==> src/rtl/btn_pkg.sv <==
// Shared types and defaults for the push-button control stage (btn_ctrl).
// Per-channel debounce FSM state encoding and the default debounce period.
package btn_pkg;

    typedef enum logic [1:0] {
        IDLE         = 2'd0,
        WAIT_PRESS   = 2'd1,
        PRESSED      = 2'd2,
        WAIT_RELEASE = 2'd3
    } db_state_t;

    // 20 ms at 100 MHz
    localparam int DB_TICKS_DEFAULT = 2_000_000;

endpackage

==> src/rtl/btn_ctrl_if.sv <==
// Button/level bundle between the raw buttons and btn_ctrl; also carries the
// two debounce FSM states so checkers can observe them.
interface btn_ctrl_if;
    import btn_pkg::*;

    // Level signals only: there is no handshake on this bundle. Buttons are
    // raw levels, ticks are single-cycle strobes with no back-pressure.
    logic      btn_dir;
    logic      btn_pause;
    logic      cw;
    logic      enable;
    logic      dir_tick;
    logic      pause_tick;
    db_state_t dir_state;
    db_state_t pause_state;

    modport master (
        output btn_dir, btn_pause,
        input  cw, enable, dir_tick, pause_tick, dir_state, pause_state
    );

    modport slave (
        input  btn_dir, btn_pause,
        output cw, enable, dir_tick, pause_tick, dir_state, pause_state
    );

endinterface

==> src/rtl/btn_debounce.sv <==
// One debounce channel: optional 2-flop synchroniser (BTN_SYNC_EN), press/release
// FSM with hold counter, registered 1-cycle tick on each accepted press.
module btn_debounce
    import btn_pkg::*;
#(
    parameter  int DB_TICKS  = DB_TICKS_DEFAULT,
    localparam int CNT_WIDTH = (DB_TICKS > 1) ? $clog2(DB_TICKS) : 1
) (
    input  logic      clk,
    input  logic      reset,
    input  logic      btn,
    output logic      tick,
    output logic      press,
    output db_state_t state
);

    localparam logic [CNT_WIDTH-1:0] CNT_LAST = CNT_WIDTH'(DB_TICKS - 1);

    logic                 x;
    db_state_t            state_q;
    db_state_t            state_d;
    logic [CNT_WIDTH-1:0] cnt_q;
    logic [CNT_WIDTH-1:0] cnt_d;

`ifdef BTN_SYNC_EN
    logic [1:0] sync_q;

    always_ff @(posedge clk or negedge reset) begin
        if (!reset) begin
            sync_q <= '0;
        end else begin
            sync_q <= {sync_q[0], btn};
        end
    end

    assign x = sync_q[1];
`else
    assign x = btn;
`endif

    // press is the D input of tick, so the toggle flops in the parent can
    // flip on the same edge that tick rises.
    always_comb begin
        state_d = state_q;
        cnt_d   = cnt_q;
        press   = 1'b0;
        case (state_q)
            IDLE: begin
                if (x) begin
                    state_d = WAIT_PRESS;
                    cnt_d   = '0;
                end
            end
            WAIT_PRESS: begin
                if (!x) begin
                    state_d = IDLE;
                    cnt_d   = '0;
                end else if (cnt_q == CNT_LAST) begin
                    state_d = PRESSED;
                    cnt_d   = '0;
                    press   = 1'b1;
                end else begin
                    cnt_d = cnt_q + 1'b1;
                end
            end
            PRESSED: begin
                if (!x) begin
                    state_d = WAIT_RELEASE;
                    cnt_d   = '0;
                end
            end
            WAIT_RELEASE: begin
                if (x) begin
                    state_d = PRESSED;
                    cnt_d   = '0;
                end else if (cnt_q == CNT_LAST) begin
                    state_d = IDLE;
                    cnt_d   = '0;
                end else begin
                    cnt_d = cnt_q + 1'b1;
                end
            end
            default: begin
                state_d = IDLE;
                cnt_d   = '0;
            end
        endcase
    end

    always_ff @(posedge clk or negedge reset) begin
        if (!reset) begin
            state_q <= IDLE;
            cnt_q   <= '0;
            tick    <= 1'b0;
        end else begin
            state_q <= state_d;
            cnt_q   <= cnt_d;
            tick    <= press;
        end
    end

    assign state = state_q;

endmodule

==> src/rtl/btn_ctrl.sv <==
// Button control stage: two debounced channels, each accepted press gives a tick
// and toggles cw / enable. Optional input synchronisers via BTN_SYNC_EN.
module btn_ctrl
    import btn_pkg::*;
#(
    parameter int DB_TICKS = DB_TICKS_DEFAULT
) (
    input logic       clk,
    input logic       reset,
    btn_ctrl_if.slave bus
);

    logic dir_press;
    logic pause_press;
    logic cw_q;
    logic enable_q;

    btn_debounce #(.DB_TICKS(DB_TICKS)) u_dir (
        .clk   (clk),
        .reset (reset),
        .btn   (bus.btn_dir),
        .tick  (bus.dir_tick),
        .press (dir_press),
        .state (bus.dir_state)
    );

    btn_debounce #(.DB_TICKS(DB_TICKS)) u_pause (
        .clk   (clk),
        .reset (reset),
        .btn   (bus.btn_pause),
        .tick  (bus.pause_tick),
        .press (pause_press),
        .state (bus.pause_state)
    );

    // Power up rotating clockwise.
    always_ff @(posedge clk or negedge reset) begin
        if (!reset) begin
            cw_q     <= 1'b1;
            enable_q <= 1'b1;
        end else begin
            if (dir_press)   cw_q     <= ~cw_q;
            if (pause_press) enable_q <= ~enable_q;
        end
    end

    assign bus.cw     = cw_q;
    assign bus.enable = enable_q;

endmodule

==> src/flat_wrapper.sv <==
// flat-port wrapper written by rule: the top's interface ports become plain ports
module btn_ctrl_flat import btn_pkg::*;
#(
    parameter int DB_TICKS = DB_TICKS_DEFAULT
)
  (clk, reset, bus_btn_dir, bus_btn_pause, bus_cw, bus_enable, bus_dir_tick, bus_pause_tick, bus_dir_state, bus_pause_state);
  btn_ctrl_if bus_i ();
  input logic clk;
  input logic reset;
  input wire logic [$bits(bus_i.btn_dir)-1:0] bus_btn_dir;
  input wire logic [$bits(bus_i.btn_pause)-1:0] bus_btn_pause;
  output wire logic [$bits(bus_i.cw)-1:0] bus_cw;
  output wire logic [$bits(bus_i.enable)-1:0] bus_enable;
  output wire logic [$bits(bus_i.dir_tick)-1:0] bus_dir_tick;
  output wire logic [$bits(bus_i.pause_tick)-1:0] bus_pause_tick;
  output wire logic [$bits(bus_i.dir_state)-1:0] bus_dir_state;
  output wire logic [$bits(bus_i.pause_state)-1:0] bus_pause_state;
  assign bus_i.btn_dir = bus_btn_dir;
  assign bus_i.btn_pause = bus_btn_pause;
  assign bus_cw = bus_i.cw;
  assign bus_enable = bus_i.enable;
  assign bus_dir_tick = bus_i.dir_tick;
  assign bus_pause_tick = bus_i.pause_tick;
  assign bus_dir_state = bus_i.dir_state;
  assign bus_pause_state = bus_i.pause_state;
  btn_ctrl #(.DB_TICKS(DB_TICKS)) u_core (.clk(clk), .reset(reset), .bus(bus_i));
endmodule
==> config.mk <==
export PLATFORM = sky130hd
export DESIGN_NAME = btn_ctrl_flat
export DESIGN_NICKNAME = d
export VERILOG_FILES = /design/src/rtl/btn_pkg.sv /design/src/rtl/btn_ctrl_if.sv /design/src/rtl/btn_debounce.sv /design/src/rtl/btn_ctrl.sv /design/src/flat_wrapper.sv
export SDC_FILE = /design/constraint.sdc
export NUM_CORES = 1
export LEC_CHECK = 0
export BUFFER_PORTS_ARGS = -buffer_cell sky130_fd_sc_hd__buf_4
export CAP_MARGIN = 5
export CORE_MARGIN = 2
export CORE_UTILIZATION = 30
export DETAILED_ROUTE_END_ITERATION = 6
export GPL_TIMING_DRIVEN = 0
export PLACE_DENSITY_LB_ADDON = 0.3
export REMOVE_ABC_BUFFERS = 1
export SKIP_LAST_GASP = 1
export SLEW_MARGIN = 15
export SYNTH_ARGS = -nofsm -noshare
export SYNTH_HDL_FRONTEND = slang
export SYNTH_SLANG_ARGS = --single-unit
==> constraint.sdc <==
create_clock -name clk -period 2.4 [get_ports clk]
set_input_delay 0.48 -clock clk [delete_from_list [all_inputs] [get_ports clk]]
set_output_delay 0.48 -clock clk [all_outputs]
set_load 0.02 [all_outputs]
Word-level counts from Yosys, hierarchy flattened
Cells that the tools add are included.
{"block": "word_totals", "register_bits": 50, "input_bits": 4, "word_cells": 66}
{"block": "op_classes", "addsub": 2, "n_eq_ne": 16, "mux": 32, "n_bitwise": 2, "n_reduce_logical": 6}
{"cell": "21-bit two-way mux", "count": 10}
{"cell": "21-bit case mux with 4 select lines", "count": 2}
{"cell": "21-bit by 1-bit adder with 21-bit output, second input constant", "count": 2}
{"cell": "21-bit == test, second input constant", "count": 2}
{"cell": "2-bit two-way mux", "count": 12}
{"cell": "2-bit case mux with 4 select lines", "count": 2}
{"cell": "3-bit inequality test, second input constant", "count": 4}
{"cell": "2-bit == test, second input constant", "count": 4}
{"cell": "2-bit inequality test, second input constant", "count": 4}
{"cell": "4-bit AND reduction", "count": 2}
{"cell": "1-bit two-way mux", "count": 6}
{"cell": "2-bit by 1-bit == test with 1-bit output, second input constant", "count": 2}
{"cell": "2-bit logical NOT", "count": 2}
{"cell": "2-bit AND reduction", "count": 2}
{"cell": "1-bit inverter", "count": 2}

Logic depth before layout (Yosys ltp)
{"block": "logic_depth", "word_depth": 4, "depth_mapped": 8, "mapped_depth_nobuf": 6}

Hierarchy
Synthesis repeated with hierarchy kept, for this count alone.
{"block": "hier_totals", "hier_cells": 294, "area_unflattened_um2": 2717.6}
{"mod": "btn_debounce", "instances": 2, "cells_per_inst": 145, "area_each_um2": 1323.8, "seq_area_each_um2": 600.6}
{"mod": "btn_ctrl", "instances": 1, "cells_per_inst": 4, "area_each_um2": 70.1, "seq_area_each_um2": 52.6}

Worst setup path before layout
OpenSTA, ideal clock, no wires.
{"block": "synth_path", "kind": "register to register", "startpoint": "register u_core.u_pause.cnt_q[13]", "endpoint": "register with a tool-made name", "setup_ns": 0.127, "t_arrival_ns": 1.941, "slack_ns": 0.331, "stages_incl_launch_ff": 6, "cell_sequence": "dfrtp_1 -> or4b_4 -> nor4_4 -> a31o_2 -> and2_1 -> mux2_1"}
{"element": "from (decl)", "line": "btn_debounce.sv:22", "rtl": "logic [CNT_WIDTH-1:0] cnt_q;"}
{"element": "from (signal assigned)", "line": "btn_debounce.sv:97", "rtl": "cnt_q <= cnt_d;"}

==> results.yml <==
clock_network:
  htreeDepth: 2
  cts.clk_slew.worst_paths_ns: 0.10
  cts-buffers-inserted: 5
  clk_path_buf_depth: 2
  postCtsSetupRepairBufs: 0
  clock-sinks: 50
  root_buffer: "clkbuf_8"
  cts_tree: "yes"
  insertion_delay_ns: 0.31
worst_hold_path:
  hold_path_class: "input pin to async pin"
timing:
  fin_crit_sh: 0.978
  grt_setup_unrepaired: "true"
  worst_pin_slew_ns: 0.823
  slew_viol_final: 0
  post-route-min-period_ns: 2.35
  setup_slack_ns: 0.0532
  finalSetupViolations: 0
  setup_tns_ns: 0
  hold_viol: 0
  max_freq_mhz: 426
  finClkSkew_ns: 0.0101
  whs_ns: 0.189
  slew-limit-headroom: 0.450
place:
  io_buffers: 11
  dp_hpwl_mm: 3.64
  place_area_um2: 2850
  place_congestion: 0.787
  pre_cts_ws_ns: 0.0861
setup_path:
  start_kind: "flip-flop"
  r2r_cells: 5
  cp.arrival_ns: 2.54
  crit_fanout: 7
  crit-reg2reg-launch: "u_core.u_pause.cnt_q[13]$_DFFE_PN0P_"
  end_kind: "flip-flop"
  worstSetupPathType: "flip-flop to flip-flop"
  reg2reg_slack_ns: 0.05
  required_ns: 2.60
power_and_ir_drop:
  p_leak_nw: 1.21
  power_density_nw_per_um2: 851
  ir_drop_mv: 0.356
yosys:
  avgSynthCellArea_um2: 9.49
  synthCells: 282
  synth_top_area_cell: "dfrtp_1"
  synthDistinctLibCells: 47
  synth_area_um2: 2680
  yosysSeqAreaShare: 0.468
  synth_seq_cells: 50
  synth-warning-count: 0
  synth.area.top_cells: "dfrtp_1 45%, a31oi_1 6.5%, nand2_1 5.0%"
  synth_top_area_share: 0.449
status:
  run_status: "finished, final reports clean"
final_layout:
  final_layout_size_suffix_gt1_frac: 0.121
  syn_to_final_growth_pct: 11.8
  fillers: 862
  final_nets: 294
  fin_area_um2: 2990
  mostFrequentLayoutCells: "48 x dfrtp_1, 36 x nand2_1, 26 x nand3_1, 26 x a31oi_1, 17 x a21oi_1"
  antenna_cells: 0
  final_common_cell: "dfrtp_1"
  multiInputGateArea_um2: 1390
  register_area_um2: 1250
  final_util: 0.345
global_routing:
  antenna_found_initial: 0
  grt_first_pass_wirelength_mm: 10.1
  busiest_layer: "met2"
  grt_util_met3: 0.0184
  grt_pass1_vias: 2051
  grt_use_met1: 0.178
  overflow: 0
  grt_max_degree: 51
  grtUsageMet2: 0.192
  grtUsageTotal: 0.123
die:
  fp-row-count: 34
  initial_utilization: 0.308
  core_um2: 8680
  die_h_um: 98.5
  design.die.area_um2: 9690
  chipWidth_um: 98.5
  pin_count: 12
detailed_routing:
  first_pass_iters: 4
  routed_wl_mm: 5.81
  vias_per_cell: 5.67
  first_iter_violations: 181
  antenna_left: 0
  drc_errors: 0
  num_vias: 2252
  routedWlPerCell_um: 14.6
flow_run:
  cap_violations: 0
## final cells by class
| cell class | instances | area share |
|---|---|---|
| tap | 108 | 0.0452 |
| clock inverter | 1 | 0.0100 |
| clock buffer | 7 | 0.0289 |
| sequential | 50 | 0.419 |
| timing repair buffer | 11 | 0.0276 |
| multi-input combinational | 217 | 0.465 |
| inverter | 3 | 0.00376 |
## worst max-delay path: stages (launching register included)
cell,delay (ns)
dfrtp_1,0.45
or4b_4,0.58
nor4_4,0.39
a31o_2,0.30
and2_1,0.18
mux2_1,0.33
## Yosys cell counts, drive strengths merged
library cell / number
a21o: 8
a21oi: 17
a22o: 4
a31o: 4
a31oi: 29
a41oi: 8
and2: 4
and3: 3
and4: 3
buf: 7
clkbuf: 6
dfrtp: 48
dfstp: 2
ha: 2
inv: 3
mux2: 1
mux2i: 4
nand2: 36
nand2b: 7
nand3: 26
nand4: 3
nand4b: 1
nor2: 11
nor3: 9
nor3b: 1
nor4: 5
o211ai: 1
o21a: 1
o21ai: 10
o21bai: 1
o31ai: 1
o41ai: 2
or2: 4
or3: 1
or4: 3
or4b: 2
xor2: 4
## where the power goes
group / switching [mW] / internal [mW]
logic: 0.605 / 0.303
registers: 0.0941 / 0.916
clock network: 0.287 / 0.340
## how the worst max path moves through the flow
stage                                         startpoint                                    to  slack, ns
floorplan            u_core.u_pause.cnt_q[0]$_DFFE_PN0P_  u_core.u_pause.cnt_q[11]$_DFFE_PN0P_      -0.18
global placement     u_core.u_pause.cnt_q[0]$_DFFE_PN0P_  u_core.u_pause.cnt_q[11]$_DFFE_PN0P_      -0.86
detailed placement     u_core.u_dir.cnt_q[9]$_DFFE_PN0P_     u_core.u_dir.cnt_q[4]$_DFFE_PN0P_       0.09
CTS                 u_core.u_pause.cnt_q[13]$_DFFE_PN0P_                             flip-flop       0.07
global route        u_core.u_pause.cnt_q[13]$_DFFE_PN0P_   u_core.u_pause.cnt_q[4]$_DFFE_PN0P_      -0.03
finish              u_core.u_pause.cnt_q[13]$_DFFE_PN0P_                             flip-flop       0.05
## logic make-up (layout without fill, tap and decap cells)
group	after synthesis	count (layout)	share of synthesized area
simple gates	119	119	0.244
compound gates	86	87	0.213
flops	50	50	0.468
buf+inv	16	22	0.0327
mux	5	5	0.0192
xor+xnor	4	4	0.0131
fa+ha+maj	2	2	0.00935
## sequential cells by signal, summed over array words and instances, names as in the netlist, named ones only
register,cells
u_core.bus.cw,1
u_core.bus.enable,1
u_core.u_dir.cnt_q,21
u_core.u_dir.state,1
u_core.u_dir.tick,1
u_core.u_pause.cnt_q,21
u_core.u_pause.state,1
u_core.u_pause.tick,1
## what timing repair did
action                     CTS  global route
gates resized for setup      0             2
setup endpoints to repair    0            12
hold buffers                 0             0
## per-layer routing
layer / wire, um / share of wire
met5: 0 / 0
met1: 3040 / 0.52
met2: 2520 / 0.43
met4: 76 / 0.013
met3: 171 / 0.029
## per-stage QoR
stage / power [mW] / instances
2_1_floorplan: 1.63 / 269
3_3_place_gp: 1.89 / 388
3_5_place_dp: 1.91 / 388
4_1_cts: 2.55 / 396
5_1_grt: 2.73 / 397
6_report: 2.55 / 397
Note: power is estimated with default switching activity, not from simulation.
